## config.mk

```make
export PLATFORM = sky130hd
export DESIGN_NAME = uart_rx_mid
export DESIGN_NICKNAME = d
export VERILOG_FILES = /design/src/rtl/uart_pkg.sv /design/src/rtl/uart_rx_sync.sv /design/src/rtl/uart_rx_mid.sv
export SDC_FILE = /design/constraint.sdc
export NUM_CORES = 1
export LEC_CHECK = 0
export ABC_CLOCK_PERIOD_IN_PS = 1600
export BUFFER_PORTS_ARGS = -buffer_cell sky130_fd_sc_hd__buf_2
export CAP_MARGIN = 25
export CORE_MARGIN = 2
export CORE_UTILIZATION = 51
export DETAILED_ROUTE_END_ITERATION = 12
export PLACE_DENSITY = 0.7
export SYNTH_ARGS = -nofsm -noshare
export SYNTH_HDL_FRONTEND = slang
export SYNTH_HIERARCHICAL = 1
export SYNTH_SLANG_ARGS = --single-unit
```

## constraint.sdc

```tcl
create_clock -name clk -period 1.6 [get_ports clk]
set_input_delay 0.48 -clock clk [delete_from_list [all_inputs] [get_ports clk]]
set_output_delay 0.48 -clock clk [all_outputs]
set_load 0.05 [all_outputs]
```

## src/rtl/uart_pkg.sv

```systemverilog
// Shared state encoding, frame constants and helpers for the UART receive path.
package uart_pkg;

  typedef enum logic [2:0] {
    IDLE,
    START,
    DATA,
    PARITY,
    STOP
  } rx_state_t;

  localparam int   DATA_BITS = 8;
  localparam logic STOP_LVL  = 1'b1;

  function automatic int clks_per_bit(input int clk_freq, input int baud_rate);
    return clk_freq / baud_rate;
  endfunction

  function automatic logic maj3(input logic a, input logic b, input logic c);
    return (a & b) | (a & c) | (b & c);
  endfunction

endpackage

```

## src/rtl/uart_rx_sync.sv

```systemverilog
// Two-flop synchroniser for the asynchronous rx line plus a 1->0 edge detect
// on the synchronised copy. All flops reset to 1 so the idle line is not seen as a start.
module uart_rx_sync (
  input  logic clk,
  input  logic rst,
  input  logic rx,
  output logic rx_s,
  output logic fall
);

  logic rx_m;
  logic rx_q;

  always_ff @(posedge clk or negedge rst) begin
    if (!rst) begin
      rx_m <= 1'b1;
      rx_s <= 1'b1;
      rx_q <= 1'b1;
    end else begin
      rx_m <= rx;
      rx_s <= rx_m;
      rx_q <= rx_s;
    end
  end

  assign fall = rx_q & ~rx_s;

endmodule

```

## src/rtl/uart_rx_mid.sv

```systemverilog
// UART receiver: start, 8 data bits LSB first, odd parity, one stop bit, sampled mid-bit.
// Define UART_RX_MAJORITY_EN to replace the single mid-bit sample by a 2-of-3 vote.
//
// state  | meaning
// IDLE   | waiting for a falling edge on the synchronised line
// START  | half-bit wait, then confirm the start bit is still low
// DATA   | one sample per bit period into shift[idx], idx 0..7
// PARITY | one bit period, then capture the parity bit
// STOP   | one bit period, then capture the stop bit and schedule delivery
module uart_rx_mid #(
  parameter int CLK_FREQ  = 1000000,
  parameter int BAUD_RATE = 9600
) (
  input  logic       clk,
  input  logic       rst,
  input  logic       rx,
  output logic [7:0] rxdata,
  output logic       donerx,
  output logic       par_err,
  output logic       frm_err
);

  import uart_pkg::*;

  localparam int CPB = clks_per_bit(CLK_FREQ, BAUD_RATE);
  localparam int CW  = (CPB > 1) ? $clog2(CPB) : 1;
  localparam int IW  = $clog2(DATA_BITS);

  localparam logic [CW-1:0] CNT_LAST  = CW'(CPB - 1);
  localparam logic [CW-1:0] HALF_LAST = CW'(CPB / 2 - 1);
  localparam logic [IW-1:0] IDX_LAST  = IW'(DATA_BITS - 1);

  rx_state_t      state;
  rx_state_t      state_nxt;
  logic [CW-1:0]  cnt;
  logic [CW-1:0]  cnt_nxt;
  logic [IW-1:0]  idx;
  logic [IW-1:0]  idx_nxt;
  logic           shift_en;
  logic           par_en;
  logic           stop_en;

  logic                 rx_s;
  logic                 fall;
  logic                 bit_smp;
  logic [DATA_BITS-1:0] shift;
  logic                 par_bit;
  logic                 stop_bit;
  logic                 deliver;
  logic                 armed;

  uart_rx_sync u_sync (
    .clk  (clk),
    .rst  (rst),
    .rx   (rx),
    .rx_s (rx_s),
    .fall (fall)
  );

`ifdef UART_RX_MAJORITY_EN
  // Starting one count lower pushes every decision to mid+1, where the vote is complete.
  localparam logic [CW-1:0] START_LOAD = '0;

  logic [1:0] rx_hist;

  always_ff @(posedge clk or negedge rst) begin
    if (!rst) begin
      rx_hist <= 2'b11;
    end else begin
      rx_hist <= {rx_hist[0], rx_s};
    end
  end

  assign bit_smp = maj3(rx_hist[1], rx_hist[0], rx_s);
`else
  // The clock spent detecting the edge counts toward the half-bit wait.
  localparam logic [CW-1:0] START_LOAD = CW'(1);

  assign bit_smp = rx_s;
`endif

  always_ff @(posedge clk or negedge rst) begin
    if (!rst) begin
      state <= IDLE;
      cnt   <= '0;
      idx   <= '0;
    end else begin
      state <= state_nxt;
      cnt   <= cnt_nxt;
      idx   <= idx_nxt;
    end
  end

  always_comb begin
    state_nxt = state;
    cnt_nxt   = cnt;
    idx_nxt   = idx;
    shift_en  = 1'b0;
    par_en    = 1'b0;
    stop_en   = 1'b0;
    case (state)
      IDLE: begin
        cnt_nxt = '0;
        if (fall && armed) begin
          state_nxt = START;
          cnt_nxt   = START_LOAD;
          idx_nxt   = '0;
        end
      end
      START: begin
        if (cnt == HALF_LAST) begin
          cnt_nxt   = '0;
          state_nxt = bit_smp ? IDLE : DATA;
        end else begin
          cnt_nxt = cnt + CW'(1);
        end
      end
      DATA: begin
        if (cnt == CNT_LAST) begin
          cnt_nxt  = '0;
          shift_en = 1'b1;
          if (idx == IDX_LAST) begin
            state_nxt = PARITY;
          end else begin
            idx_nxt = idx + IW'(1);
          end
        end else begin
          cnt_nxt = cnt + CW'(1);
        end
      end
      PARITY: begin
        if (cnt == CNT_LAST) begin
          cnt_nxt   = '0;
          par_en    = 1'b1;
          state_nxt = STOP;
        end else begin
          cnt_nxt = cnt + CW'(1);
        end
      end
      STOP: begin
        if (cnt == CNT_LAST) begin
          cnt_nxt   = '0;
          stop_en   = 1'b1;
          state_nxt = IDLE;
        end else begin
          cnt_nxt = cnt + CW'(1);
        end
      end
      default: begin
        state_nxt = IDLE;
        cnt_nxt   = '0;
      end
    endcase
  end

  always_ff @(posedge clk or negedge rst) begin
    if (!rst) begin
      shift    <= '0;
      par_bit  <= 1'b0;
      stop_bit <= 1'b0;
      deliver  <= 1'b0;
      armed    <= 1'b1;
      rxdata   <= '0;
      donerx   <= 1'b0;
      par_err  <= 1'b0;
      frm_err  <= 1'b0;
    end else begin
      if (shift_en) begin
        shift[idx] <= bit_smp;
      end
      if (par_en) begin
        par_bit <= bit_smp;
      end
      if (stop_en) begin
        stop_bit <= bit_smp;
      end
      deliver <= stop_en;

      // A low stop bit (break) disarms edge detection until the line is seen high again.
      if (stop_en && (bit_smp != STOP_LVL)) begin
        armed <= 1'b0;
      end else if (rx_s) begin
        armed <= 1'b1;
      end

      donerx <= deliver;
      if (deliver) begin
        rxdata  <= shift;
        par_err <= (par_bit != ~^shift);
        frm_err <= (stop_bit != STOP_LVL);
      end
    end
  end

endmodule

```

Word-level counts from Yosys, hierarchy flattened
Cells that the tools add are included.
- $add $sub $neg: 2
- $mul: 0
- divide/modulo/power cells: 0
- magnitude comparators: 2
- equal/unequal tests: 15
- shift operators: 0
- muxes and demuxes: 25
- bitwise operators: 3
- reduce and logical (&&, ||, !) cells: 10
- operator list (kind ; count):
    3-bit two-way mux ; 9
    7-bit case mux with 3 select lines ; 1
    3-bit case mux with 5 select lines ; 1
    7-bit two-way mux ; 2
    2-bit inequality test (second input constant) ; 7
    8-bit bitwise mux ; 1
    1-bit two-way mux ; 8
    8-bit XNOR reduction ; 1
    7-bit by 1-bit adder with 7-bit output (second input constant) ; 1
    7-bit by 6-bit == test with 1-bit output (second input constant) ; 1
    7-bit == test (second input constant) ; 1
    3-bit by 2-bit == test with 1-bit output (second input constant) ; 2
    3-bit == test (second input constant) ; 2
    3-bit case mux with 2 select lines ; 1
    6-bit AND reduction ; 1
    3-bit by 4-bit < comparator with 1-bit output (second input constant) ; 1
    4-bit AND reduction ; 1
    2-bit nonzero test ; 2
    3-bit by 1-bit adder with 3-bit output (second input constant) ; 1
    1-bit demux with 3-bit select ; 1
    3-bit by 1-bit == test with 1-bit output (second input constant) ; 1
    3-bit by 1-bit greater-or-equal comparator with 1-bit output (second input constant) ; 1
    1-bit logical AND ; 3
    3-bit logical NOT ; 1
    5 further kinds ; 6
- register bits after elaboration: 39
- latch bits: 0
- bits in writable memories: 0
- memory bits (read-only): 0
- input bits: 3
- output and inout bits: 11
- word-level logic and storage cells: 72
- memories: 0

Depth between registers and ports, before layout
Gate-level depths: netlist (run 1).
- word-level depth: 5
- depth in mapped cells: 7

By module
Netlist (run 1), hierarchy kept.
- by module, submodules not included (module ; instances ; cells an instance ; area an instance (sq um) ; seq. area each (sq um)):
    uart_rx_mid ; 1 ; 142 ; 1740.4 ; 902.1
    uart_rx_sync ; 1 ; 4 ; 92.6 ; 78.8

Worst setup path after synthesis (run 1)
OpenSTA, ideal clock, no wires.
- kind: flip-flop to flip-flop
- start: register cnt[0]
- end: register shift[0]
- library setup time: 0.127 ns
- arrival: 1.559 ns
- data required time: 1.473 ns
- setup slack: -0.087 ns
- cell stages (with the launch flop): 8
- path buffers: 2
- period minus slack after synthesis: 1.687 ns
- cell sequence: dfrtp_1 > ha_1 > and2_1 > clkbuf_4 > and3_1 > buf_6 > nand4b_1 > mux2_1
- word-level cells in the longest chain between the ends: 3
- ends and longest elaborated chain (item ; RTL line ; RTL):
    from (decl) ; uart_rx_mid.sv:35 ; logic [CW-1:0] cnt;
    from (signal assigned) ; uart_rx_mid.sv:89 ; cnt <= cnt_nxt;
    7-bit == test ; uart_rx_mid.sv:119 ; if (cnt == CNT_LAST) begin
    1-bit two-way mux ; uart_rx_mid.sv:119 ;
    1-bit two-way mux ; uart_rx_mid.sv:101 ; case (state)
    to (signal, indexed assignment) ; uart_rx_mid.sv:169 ; shift[idx] <= bit_smp;
    to (decl) ; uart_rx_mid.sv:46 ; logic [DATA_BITS-1:0] shift;
Every way passes these cells.
A chain may end at the register's enable or synchronous reset.

Final worst setup path (run 1)
- start: register cnt[4]
- end: register shift[6]
The elaborated chain is that of the path after synthesis.

==> results of run 1 <==
repair_timing:
action / 4_1_cts / 5_1_grt
setup endpoints to repair: 5 / 16
pin swaps: 0 / 6
cloned: 0 / 1
buffers inserted: 0 / 3
gates resized for setup: 1 / 11
flip-flops by register name, indices dropped and copies added (netlist names), 3 cells and up:
register,count
state,3
idx,3
rxdata,8
cnt,7
shift,8
stage by stage:
stage | std cells | utilization
floorplan | 146 | -
global placement | 211 | 0.592
detailed placement | 211 | 0.592
CTS | 219 | 0.609
global route | 223 | 0.628
finish | 223 | 0.628
per-layer routing:
layer	GRT usage	part of all wire
met1	0.232	0.44
met2	0.277	0.49
met3	0.0634	0.050
met4	0.0707	0.020
met5	0	0
synth_stat cells, types with 3 or more instances:
master     n  area [um2]
dfrtp_1   35         876
mux2_2    11         124
nor2_1    11        41.3
mux2_1     8        90.1
xnor2_1    7        61.3
a21oi_1    5        25.0
nand2_1    5        18.8
dfstp_2    4         105
nand3_1    4        20.0
nand4_1    4        25.0
nand4b_1   4        35.0
xor2_1     4        35.0
ha_1       3        37.5
path summary, 6_finish.rpt:
check	endpoint	slack (ns)	depth (start not counted)
min in group clk	u_sync/rx_m$_DFF_PN1_	0.24	1
max reg2reg	shift[6]$_DFFE_PN0P_	0.02	4
max	shift[6]$_DFFE_PN0P_	0.02	4
max in group asynchronous	u_sync/rx_m$_DFF_PN1_	1.00	2
min	shift[4]$_DFFE_PN0P_	0.06	1
min reg2reg	u_sync/rx_s$_DFF_PN1_	0.36	0
worst max-delay path, stage by stage (launching register included):
cell	delay, ns
dfrtp_1	0.40
and4bb_2	0.37
and3_4	0.23
nand4_1	0.13
mux2_4	0.32
final cells by class:
type                    instances  area, um2  area share
multi-input cells              99        843       0.396
inverters                       2       7.51     0.00353
well taps                      46       57.6      0.0270
clock inverters                 1       5.00     0.00235
flip-flops and latches         39        985       0.463
clock buffers                   7       45.0      0.0212
repair buffers                 29        185      0.0870
power by group through the flow:
stage | combinational (mW) | clock, mW | sequential [mW]
floorplan | 0.418 | 0 | 1.19
global placement | 0.546 | 0 | 1.19
detailed placement | 0.558 | 0 | 1.20
CTS | 0.567 | 0.488 | 1.19
global route | 0.752 | 0.538 | 1.21
finish | 0.659 | 0.463 | 1.19
cell families (layout without fill, tap and decap cells):
group,after synthesis,in the layout,synth area share
and+or+nand+nor,47,48,0.166
DFF,39,39,0.535
muxes,20,20,0.122
AOI/OAI and AO/OA,16,16,0.0567
xor gates and xnor gates,12,12,0.0648
buffers and inverters,9,39,0.0348
adders and majority gates,3,3,0.0205
==> summary.md, run 1 <==
| Metric | Value |
|---|---|
| Outcome | completed |
| Sequential power share | 0.515 |
| Ant. Diodes | 0 |
| Clock group share of total power | 0.200 |
| Sum Neg Setup Slack | 0 ns |
| Antenna violations before repair | 0 |
| Cts hold-fix bufs | 0 |
| Crit. Startpoint | cnt[4]$_DFF_PN0_ |
| Sequential area share after synthesis | 0.535 |
| Most common cell after layout, fill and taps aside | dfrtp_1 |
| TritonCTS Sinks | 39 |
| Worst Setup End Kind | register |
| Setup ws final | roughly 0.022 ns |
| Shortest period the worst path allows | approximately 1.6 ns |
| Total Power | about 2.3 mW |
| Synth cell types | 44 |
| Async SR Flop Fraction | 1.00 |
| DIE HEIGHT | 64.0 um |
| Via/cell ratio | approximately 5.5 |
| Rows | 21 |
| Worst-path maximum fanout | 5 |
| First-pass GRT wire length | 5.58 mm |
| FF+latch count, synth | 39 |
| WP data arrival | 1.79 ns |
| Die area | 4090 um2 |
| Primary FF master, synth | dfrtp_1 |
| Bufs on Longest Clock Path | 2 |
| Die Wd | 64.0 um |
| Syn_nets | 152 |
| DPL Wire Length | 2.23 mm |
| Sw frac | 0.306 |
| Pwr dens | 1090 nW/um2 |
| Worst-Skew Late Latency | 0.34 ns |
| Slew Limit Fails | 0 |
| Root buffer cell | clkbuf_4 |
| Critical path class | reg -> reg |
| Hold Slack | 0.0582 ns |
| TritonCTS clock tree | yes |
| Share of layout cells above drive strength 1 | 0.401 |
| Post-route cell area | about 2100 um2 |
| RSZ-0062 raised after global routing | true |
| Most frequent cells in the layout | dfrtp_1, buf_4, buf_2 |
| Vias in the first global route | 1228 |
| Tightest Hold Check Type | in -> async |
| Total GRT Usage | 0.180 |
| Reg2reg start | cnt[4]$_DFF_PN0_ |
| Setup-failing EPs final | 0 |
| Core area | 3390 um2 |
| Setup Skew | between 0.015 and 0.02 ns |
| Max transition margin | 0.689 |
| Dpl ws | 0.00164 ns |
| Switching pwr | 0.708 mW |
| Area after DPL | 2010 um2 |
| Area growth syn-to-layout | 16.1% |
| Total of max-cap violations | 0 |
| H-tree depth | 2 |
| Final hold viol count | 0 |
| Initial DRC count | 68 |
| Routed wire length per instance | between 10 and 15 um |
| GP Congestion | 0.856 |
| Final period utilization | 0.986 |
| Gate count after technology mapping | roughly 150 |
| CP Launch Type | register |
| Gr ovfl total | 0 |
| Cell Area, Synth | 1830 um2 |
| Leakage | 1.05 nW |
| I/O Buffers | 13 |
| Gate power share | 0.285 |
| Drt pass-1 iters | 4 |
| Fmax | roughly 630 MHz |
| Post-synth EDFFs | 0 |
| DRT Wirelength | 3.22 mm |
| Via count | 1219 |
| CP Data Required Time | about 1.8 ns |
| VDD IR-drop max | 0.000873 V |
| Initial Util | 0.541 |
| Final ANT Viol Nets | 0 |
| Clock transition at the registers of the reported paths | 0.11 ns |
| CTS Buf Count | 5 |
| Pin count of the biggest net entering global routing | 20 |
| Top Ports | 14 |
| Pint | 1.61 mW |
| YS warnings | 6 |
| DRC Markers | 0 |
| FILL cells | 270 |
| Avg Inst Size Synth | roughly 13 um2 |
| Nets | approximately 180 |
| Slew @ Worst Pin | 0.467 ns |
(Power assumes the default switching activity.)
==> run 2: changes to the inputs <==
--- a/config.mk
+++ b/config.mk
@@ -12,6 +12,7 @@
 export CORE_UTILIZATION = 51
 export DETAILED_ROUTE_END_ITERATION = 12
 export PLACE_DENSITY = 0.7
+export SETUP_SLACK_MARGIN = 0.15
 export SYNTH_ARGS = -nofsm -noshare
 export SYNTH_HDL_FRONTEND = slang
 export SYNTH_HIERARCHICAL = 1
==> run 2 against run 1 <==
Effect of this change:
- wire length increased by 15%
- non-clock buffer count increased by 10
- flip-flop and latch count unchanged
- clock power increased by 48%
- critical path type unchanged
- largest power group unchanged
==> summary.md, run 2 (same netlist as run 1, synthesis figures left out) <==
| Metric | Value |
|---|---|
| Outcome | completed |
| First-pass GRT wire length | 6.01 mm (+7.8%) |
| Setup-failing EPs final | 0 (unchanged) |
| DRC Markers | 0 (unchanged) |
| Die area | 4090 um2 (unchanged) |
| Post-route cell area | 2380 um2 (+12%) |
| Gr ovfl total | 0 (unchanged) |
| Pin count of the biggest net entering global routing | 21 (+5.0%) |
| Area growth syn-to-layout | 30.0% |
| Ant. Diodes | 0 (unchanged) |
| Crit. Startpoint | cnt[3]$_DFF_PN0_ |
| TritonCTS Sinks | 39 (unchanged) |
| Rows | 21 (unchanged) |
| Most common cell after layout, fill and taps aside | dfrtp_1 |
| Initial Util | 0.541 (unchanged) |
| Fmax | 644 MHz (+1.6%) |
| Via/cell ratio | 5.38 (-1.6%) |
| Biggest regs | rxdata: 8 flops, shift: 8 flops, cnt: 7 flops |
| GP Congestion | 0.868 (+1.4%) |
| Multi-input combinational cell area | 925 um2 (+9.6%) |
| Reg2reg start | cnt[3]$_DFF_PN0_ |
| Area after DPL | 2010 um2 (+0.31%) |
| Register area | 986 um2 (+0.13%) |
| Slew @ Worst Pin | 0.467 ns (-0.000242 ns) |
| I/O Buffers | 13 (unchanged) |
| Die Wd | 64.0 um (unchanged) |
| Worst hold endpoint | u_sync/rx_m$_DFF_PN1_ |
| Setup Skew | 0.0129 ns (-0.00234 ns) |
| Max transition margin | 0.689 (about the same) |
| H-tree depth | 2 (unchanged) |
| Post-Layout Cell Count | 233 (+4.5%) |
| Wire length on met3 | 114 um (-29%) |
| Bufs on Longest Clock Path | 2 (unchanged) |
| DRT Wirelength | 3.70 mm (+15%) |
| Total GRT Usage | 0.194 (+0.0143) |
| CP Launch Type | register |
| Critical path class | reg -> reg |
| Share of layout cells above drive strength 1 | 0.508 (+0.107) |
| DPL Wire Length | 2.31 mm (+3.5%) |
| RSZ-0062 raised after global routing | true |
| Capturing point of the worst reg2reg path | shift[0]$_DFFE_PN0P_ |
| TritonCTS clock tree | yes |
| Sum Neg Setup Slack | 0 ns (unchanged) |
| Final hold viol count | 0 (unchanged) |
| Worst Setup End Kind | register |
| Leakage | 1.14 nW (+9.4%) |
| Most frequent cells in the layout | dfrtp_1, buf_4, mux2_2 |
| Met2 WL | 1.89 mm (+21%) |
| Drt pass-1 iters | 5 (+1) |
| Routed wire length per instance | 15.9 um (+10%) |
| Via count | 1253 (+2.8%) |
| Total Power | 2.74 mW (+18%) |
| Final period utilization | 0.970 (-0.0159) |
| Pwr dens | 1150 nW/um2 (+5.6%) |
| FILL cells | 237 (-12%) |
| CP Data Required Time | 1.83 ns (about the same) |
| Final ANT Viol Nets | 0 (unchanged) |
| Reg2Reg Depth | 4 (unchanged) |
| Worst-Skew Late Latency | 0.35 ns (about the same) |
| End-of-flow core utilization | 0.703 (+0.0753) |
| Hold Slack | 0.225 ns (+0.166 ns) |
| Met1 WL | 1.62 mm (+13%) |
| Worst-path maximum fanout | 5 (unchanged) |
| Top Layer Used | met4 |
| Nets | 192 (+5.5%) |
| Vias in the first global route | 1348 (+9.8%) |
| CTS Buf Count | 5 (unchanged) |
| Tightest Hold Check Type | in -> reg |
| Slew Limit Fails | 0 (unchanged) |
| Dpl ws | -0.0649 ns (-0.0666 ns) |
| DIE HEIGHT | 64.0 um (unchanged) |
| VDD IR-drop max | 0.000996 V (+14%) |
| Core area | 3390 um2 (unchanged) |
| Startpoint of the worst hold path | rx |
| Initial DRC count | 34 (-50%) |
| Top Ports | 14 (unchanged) |
| Total of max-cap violations | 0 (unchanged) |
| Hold Path Cell Cnt | 1 |
| Placed Instances | 209 (-0.95%) |
| Shortest period the worst path allows | 1.55 ns (-0.0254 ns) |
| Register-to-register setup slack | 0.05 ns (+0.03 ns) |
| Root buffer cell | clkbuf_4 |
| Clock transition at the registers of the reported paths | 0.12 ns (about the same) |
| Antenna violations before repair | 0 (unchanged) |
| WP data arrival | 1.79 ns (about the same) |
| Setup ws final | 0.0478 ns (+0.0254 ns) |
run 2: routing by layer:
layer | vias to the layer above | global-route usage
met5 | - | 0
met4 | 0 | 0.0761
met3 | 11 | 0.0546
met2 | 23 | 0.342
met1 | 621 | 0.221
li1 | 598 | -
run 2: how the worst max path moves through the flow:
| stage | end | slack, ns | depth (start not counted) |
|---|---|---|---|
| 5_1_grt | shift[0]$_DFFE_PN0P_ | -0.0003 | 4 |
| 2_1_floorplan | shift[0]$_DFFE_PN0P_ | -0.01 | 7 |
| 4_1_cts | shift[0]$_DFFE_PN0P_ | 0.06 | 4 |
| 3_3_place_gp | shift[0]$_DFFE_PN0P_ | 0.07 | 4 |
| 3_5_place_dp | cnt[0]$_DFF_PN0_ | -0.06 | 5 |
| 6_report | shift[0]$_DFFE_PN0P_ | 0.05 | 4 |
run 2: cell type report:
type                            instances  area share
Tap cell                               46      0.0241
Sequential cell                        39       0.414
Clock buffer                            6      0.0215
Multi-Input combinational cell         99       0.388
Timing Repair Buffer                   39       0.135
Clock inverter                          2      0.0147
Inverter                                2     0.00315
run 2: critical path, cell delays in order, from the launching register on:
cell and delay, ns:
dfrtp_1 0.39, and4bb_2 0.37, and3_4 0.23, nand4b_1 0.13, mux2_4 0.32
run 2: where the power goes:
part	switching, mW	total, mW	internal [mW]
clock network	0.314	0.684	0.369
logic	0.394	0.843	0.450
registers	0.112	1.21	1.10
total	0.821	2.74	1.92
run 2: repair_timing:
item | in CTS | in global routing
setup buffers | 6 | 8
gates resized for setup | 15 | 32
gates cloned | 1 | 0
setup endpoints to repair | 28 | 33
pin swaps | 5 | 8
hold buffers | 1 | 0
endpoints found under the hold margin | 2 | 0
==> run 3: changes to the inputs <==
--- a/config.mk
+++ b/config.mk
@@ -11,7 +11,7 @@
 export CORE_MARGIN = 2
 export CORE_UTILIZATION = 51
 export DETAILED_ROUTE_END_ITERATION = 12
-export PLACE_DENSITY = 0.7
+export PLACE_DENSITY = 0.79
 export SETUP_SLACK_MARGIN = 0.15
 export SYNTH_ARGS = -nofsm -noshare
 export SYNTH_HDL_FRONTEND = slang
==> run 3 against run 2 <==
Effect of this change:
- sequential power barely moved
- sequential share of layout area fell by 1.0 points
- flip-flop and latch count did not move
- via count rose by 3.0%
- critical endpoint unchanged
- die area did not move
- wire length rose by 12%
- largest cell class unchanged
- first-iteration DRC count rose to 3.3 times the previous value
- combinational power rose by 2.7%
- setup slack got worse by 0.027 ns
- hold slack got worse by 0.077 ns
- final cell count rose by 2.1%
==> summary.md, run 3 (same netlist as run 1, synthesis figures left out) <==
| Metric | Value |
|---|---|
| WP data arrival | 1.83 ns (+0.04 ns) |
| Biggest regs | rxdata: 8 flops, shift: 8 flops, cnt: 7 flops |
| Slew Limit Fails | 0 (unchanged) |
| Outcome | completed |
| Switching pwr | 0.848 mW (+3.4%) |
| TritonCTS Sinks | 39 (unchanged) |
| Placed Instances | 209 (unchanged) |
| Area growth syn-to-layout | 33.4% |
| Bufs on Longest Clock Path | 2 (unchanged) |
| Setup-failing EPs final | 0 (unchanged) |
| CP Launch Type | register |
| DRC Markers | 0 (unchanged) |
| Dpl ws | 0.00818 ns (+0.0731 ns) |
| Nets | 197 (+2.6%) |
| Vias in the first global route | 1259 (-6.6%) |
| DPL Wire Length | 2.30 mm (-0.64%) |
| Gr ovfl total | 0 (unchanged) |
| Worst-Skew Late Latency | 0.36 ns (about the same) |
| Routed wire length per instance | 17.4 um (+9.2%) |
| Worst Setup End Kind | register |
| Die Wd | 64.0 um (unchanged) |
| Total of max-cap violations | 0 (unchanged) |
| Final period utilization | 0.987 (+0.0168) |
| Antenna violations before repair | 0 (unchanged) |
| Via count | 1290 (+3.0%) |
| Core area | 3390 um2 (unchanged) |
| Tightest Hold Check Type | in -> async |
| H-tree depth | 2 (unchanged) |
| Most common cell after layout, fill and taps aside | dfrtp_1 |
| Total GRT Usage | 0.201 (+0.00630) |
| Via/cell ratio | 5.42 (+0.79%) |
| DIE HEIGHT | 64.0 um (unchanged) |
| Max transition margin | 0.681 (-0.00817) |
| Clock transition at the registers of the reported paths | 0.11 ns (about the same) |
| Critical Path Sink | shift[0]$_DFFE_PN0P_ |
| Rows | 21 (unchanged) |
| Die area | 4090 um2 (unchanged) |
| Total Power | 2.58 mW (-5.9%) |
| Sequential power share | 0.474 (+0.032) |
| Top Ports | 14 (unchanged) |
| Slew @ Worst Pin | 0.479 ns (+0.0123 ns) |
| CP Data Required Time | 1.85 ns (+0.02 ns) |
| Most frequent cells in the layout | dfrtp_1, buf_4, buf_6 |
| Sum Neg Setup Slack | 0 ns (unchanged) |
| Ant. Diodes | 0 (unchanged) |
| Pin count of the biggest net entering global routing | 40 (+90%) |
| Setup ws final | 0.0210 ns (-0.0268 ns) |
| Cts hold-fix bufs | 0 (-1) |
| Pint | 1.73 mW (-9.9%) |
| RSZ-0062 raised after global routing | true |
| Drt pass-1 iters | 4 (-1) |
| Reg2Reg Depth | 4 (unchanged) |
| Initial Util | 0.541 (unchanged) |
| TritonCTS clock tree | yes |
| Share of layout cells above drive strength 1 | 0.521 (+0.0128) |
| Initial DRC count | 113 (+230%) |
| Final ANT Viol Nets | 0 (unchanged) |
| Leakage | 1.16 nW (+1.3%) |
| Root buffer cell | clkbuf_4 |
| First-pass GRT wire length | 6.15 mm (+2.4%) |
| Pwr dens | 1050 nW/um2 (-8.2%) |
| Worst-path maximum fanout | 5 (unchanged) |
| Post-Layout Cell Count | 238 (+2.1%) |
| Critical path class | reg -> reg |
| Register-to-register setup slack | 0.02 ns (-0.03 ns) |
| Final hold viol count | 0 (unchanged) |
| Clock group share of total power | 0.190 (-0.060) |
| Reg2reg start | cnt[3]$_DFF_PN0_ |
| CTS Buf Count | 5 (unchanged) |
| VDD IR-drop max | 0.00108 V (+8.8%) |
| Sw frac | 0.329 (+0.0295) |
| Shortest period the worst path allows | 1.58 ns (+0.0268 ns) |
| Fmax | 633 MHz (-1.7%) |
| Capturing point of the worst reg2reg path | shift[0]$_DFFE_PN0P_ |
| Crit. Startpoint | cnt[3]$_DFF_PN0_ |
| I/O Buffers | 13 (unchanged) |
| Gate power share | 0.336 (+0.028) |
| Setup Skew | 0.00980 ns (-0.00310 ns) |
| GP Congestion | 0.801 (-7.8%) |
| End-of-flow core utilization | 0.721 (+0.0181) |
| DRT Wirelength | 4.13 mm (+12%) |
## run 3: cell count changes in the layout (fill, tap and decap cells not counted), moves of 2 or more
| cell | before | now |
|---|---|---|
| and3_4 | 1 | 3 |
| buf_4 | 26 | 28 |
| buf_6 | 9 | 13 |
| clkbuf_1 | 0 | 2 |
| mux2_2 | 11 | 8 |
| mux2_4 | 6 | 10 |
## run 3: final cells by class
type | count | area (um2)
inverters | 2 | 7.51
repair buffers | 44 | 387
clock buffers | 7 | 45.0
fillers | 212 | 945
clock inverters | 1 | 5.00
well taps | 46 | 57.6
flip-flops and latches | 39 | 986
multi-input cells | 99 | 957
## run 3: how the worst min path moves through the flow
| stage | to |
|---|---|
| 2_1_floorplan | cnt[0]$_DFF_PN0_ |
| 3_3_place_gp | u_sync/rx_s$_DFF_PN1_ |
| 3_5_place_dp | u_sync/rx_s$_DFF_PN1_ |
| 4_1_cts | deliver$_DFF_PN0_ |
| 5_1_grt | deliver$_DFF_PN0_ |
| 6_report | deliver$_DFF_PN0_ |
## run 3: power by group through the flow
stage          Combinational [mW]  Sequential (mW)  Clock [mW]
2_1_floorplan               0.429             1.19           0
5_1_grt                     0.928             1.23       0.565
3_3_place_gp                0.513             1.20           0
6_report                    0.866             1.22       0.490
3_5_place_dp                0.555             1.22           0
4_1_cts                     0.656             1.19       0.505
## run 3: per-stage QoR
step                      hold WS, ns  area, um2
after global placement          0.351       2010
after floorplan                 0.184       1870
after global routing            0.168       2440
after detailed placement        0.354       2010
after CTS                       0.153       2180
final                           0.148       2440
## run 3: worst max-delay path: stages (launching register included)
cell and delay, ns:
dfrtp_1 0.39, and4bb_4 0.38, and3_4 0.23, nand4b_1 0.14
mux2_4 0.32
## run 3: repair_timing
item                       4_1_cts  5_1_grt
hold endpoints to repair         0        0
pin swaps                        5       14
setup endpoints to repair       30       33
gates resized for setup         19       37
buffers inserted                 6       14
cloned                           1        0
## run 3: per-layer routing
metal  vias to the layer above  share of wire  global-route usage  wire length [um]
met4                         0          0.013              0.0734                55
met3                         7          0.037              0.0704               153
met1                       657           0.42               0.266              1720
li1                        603              -                   -                 -
met5                         -              0                   0                 0
met2                        23           0.53               0.303              2210
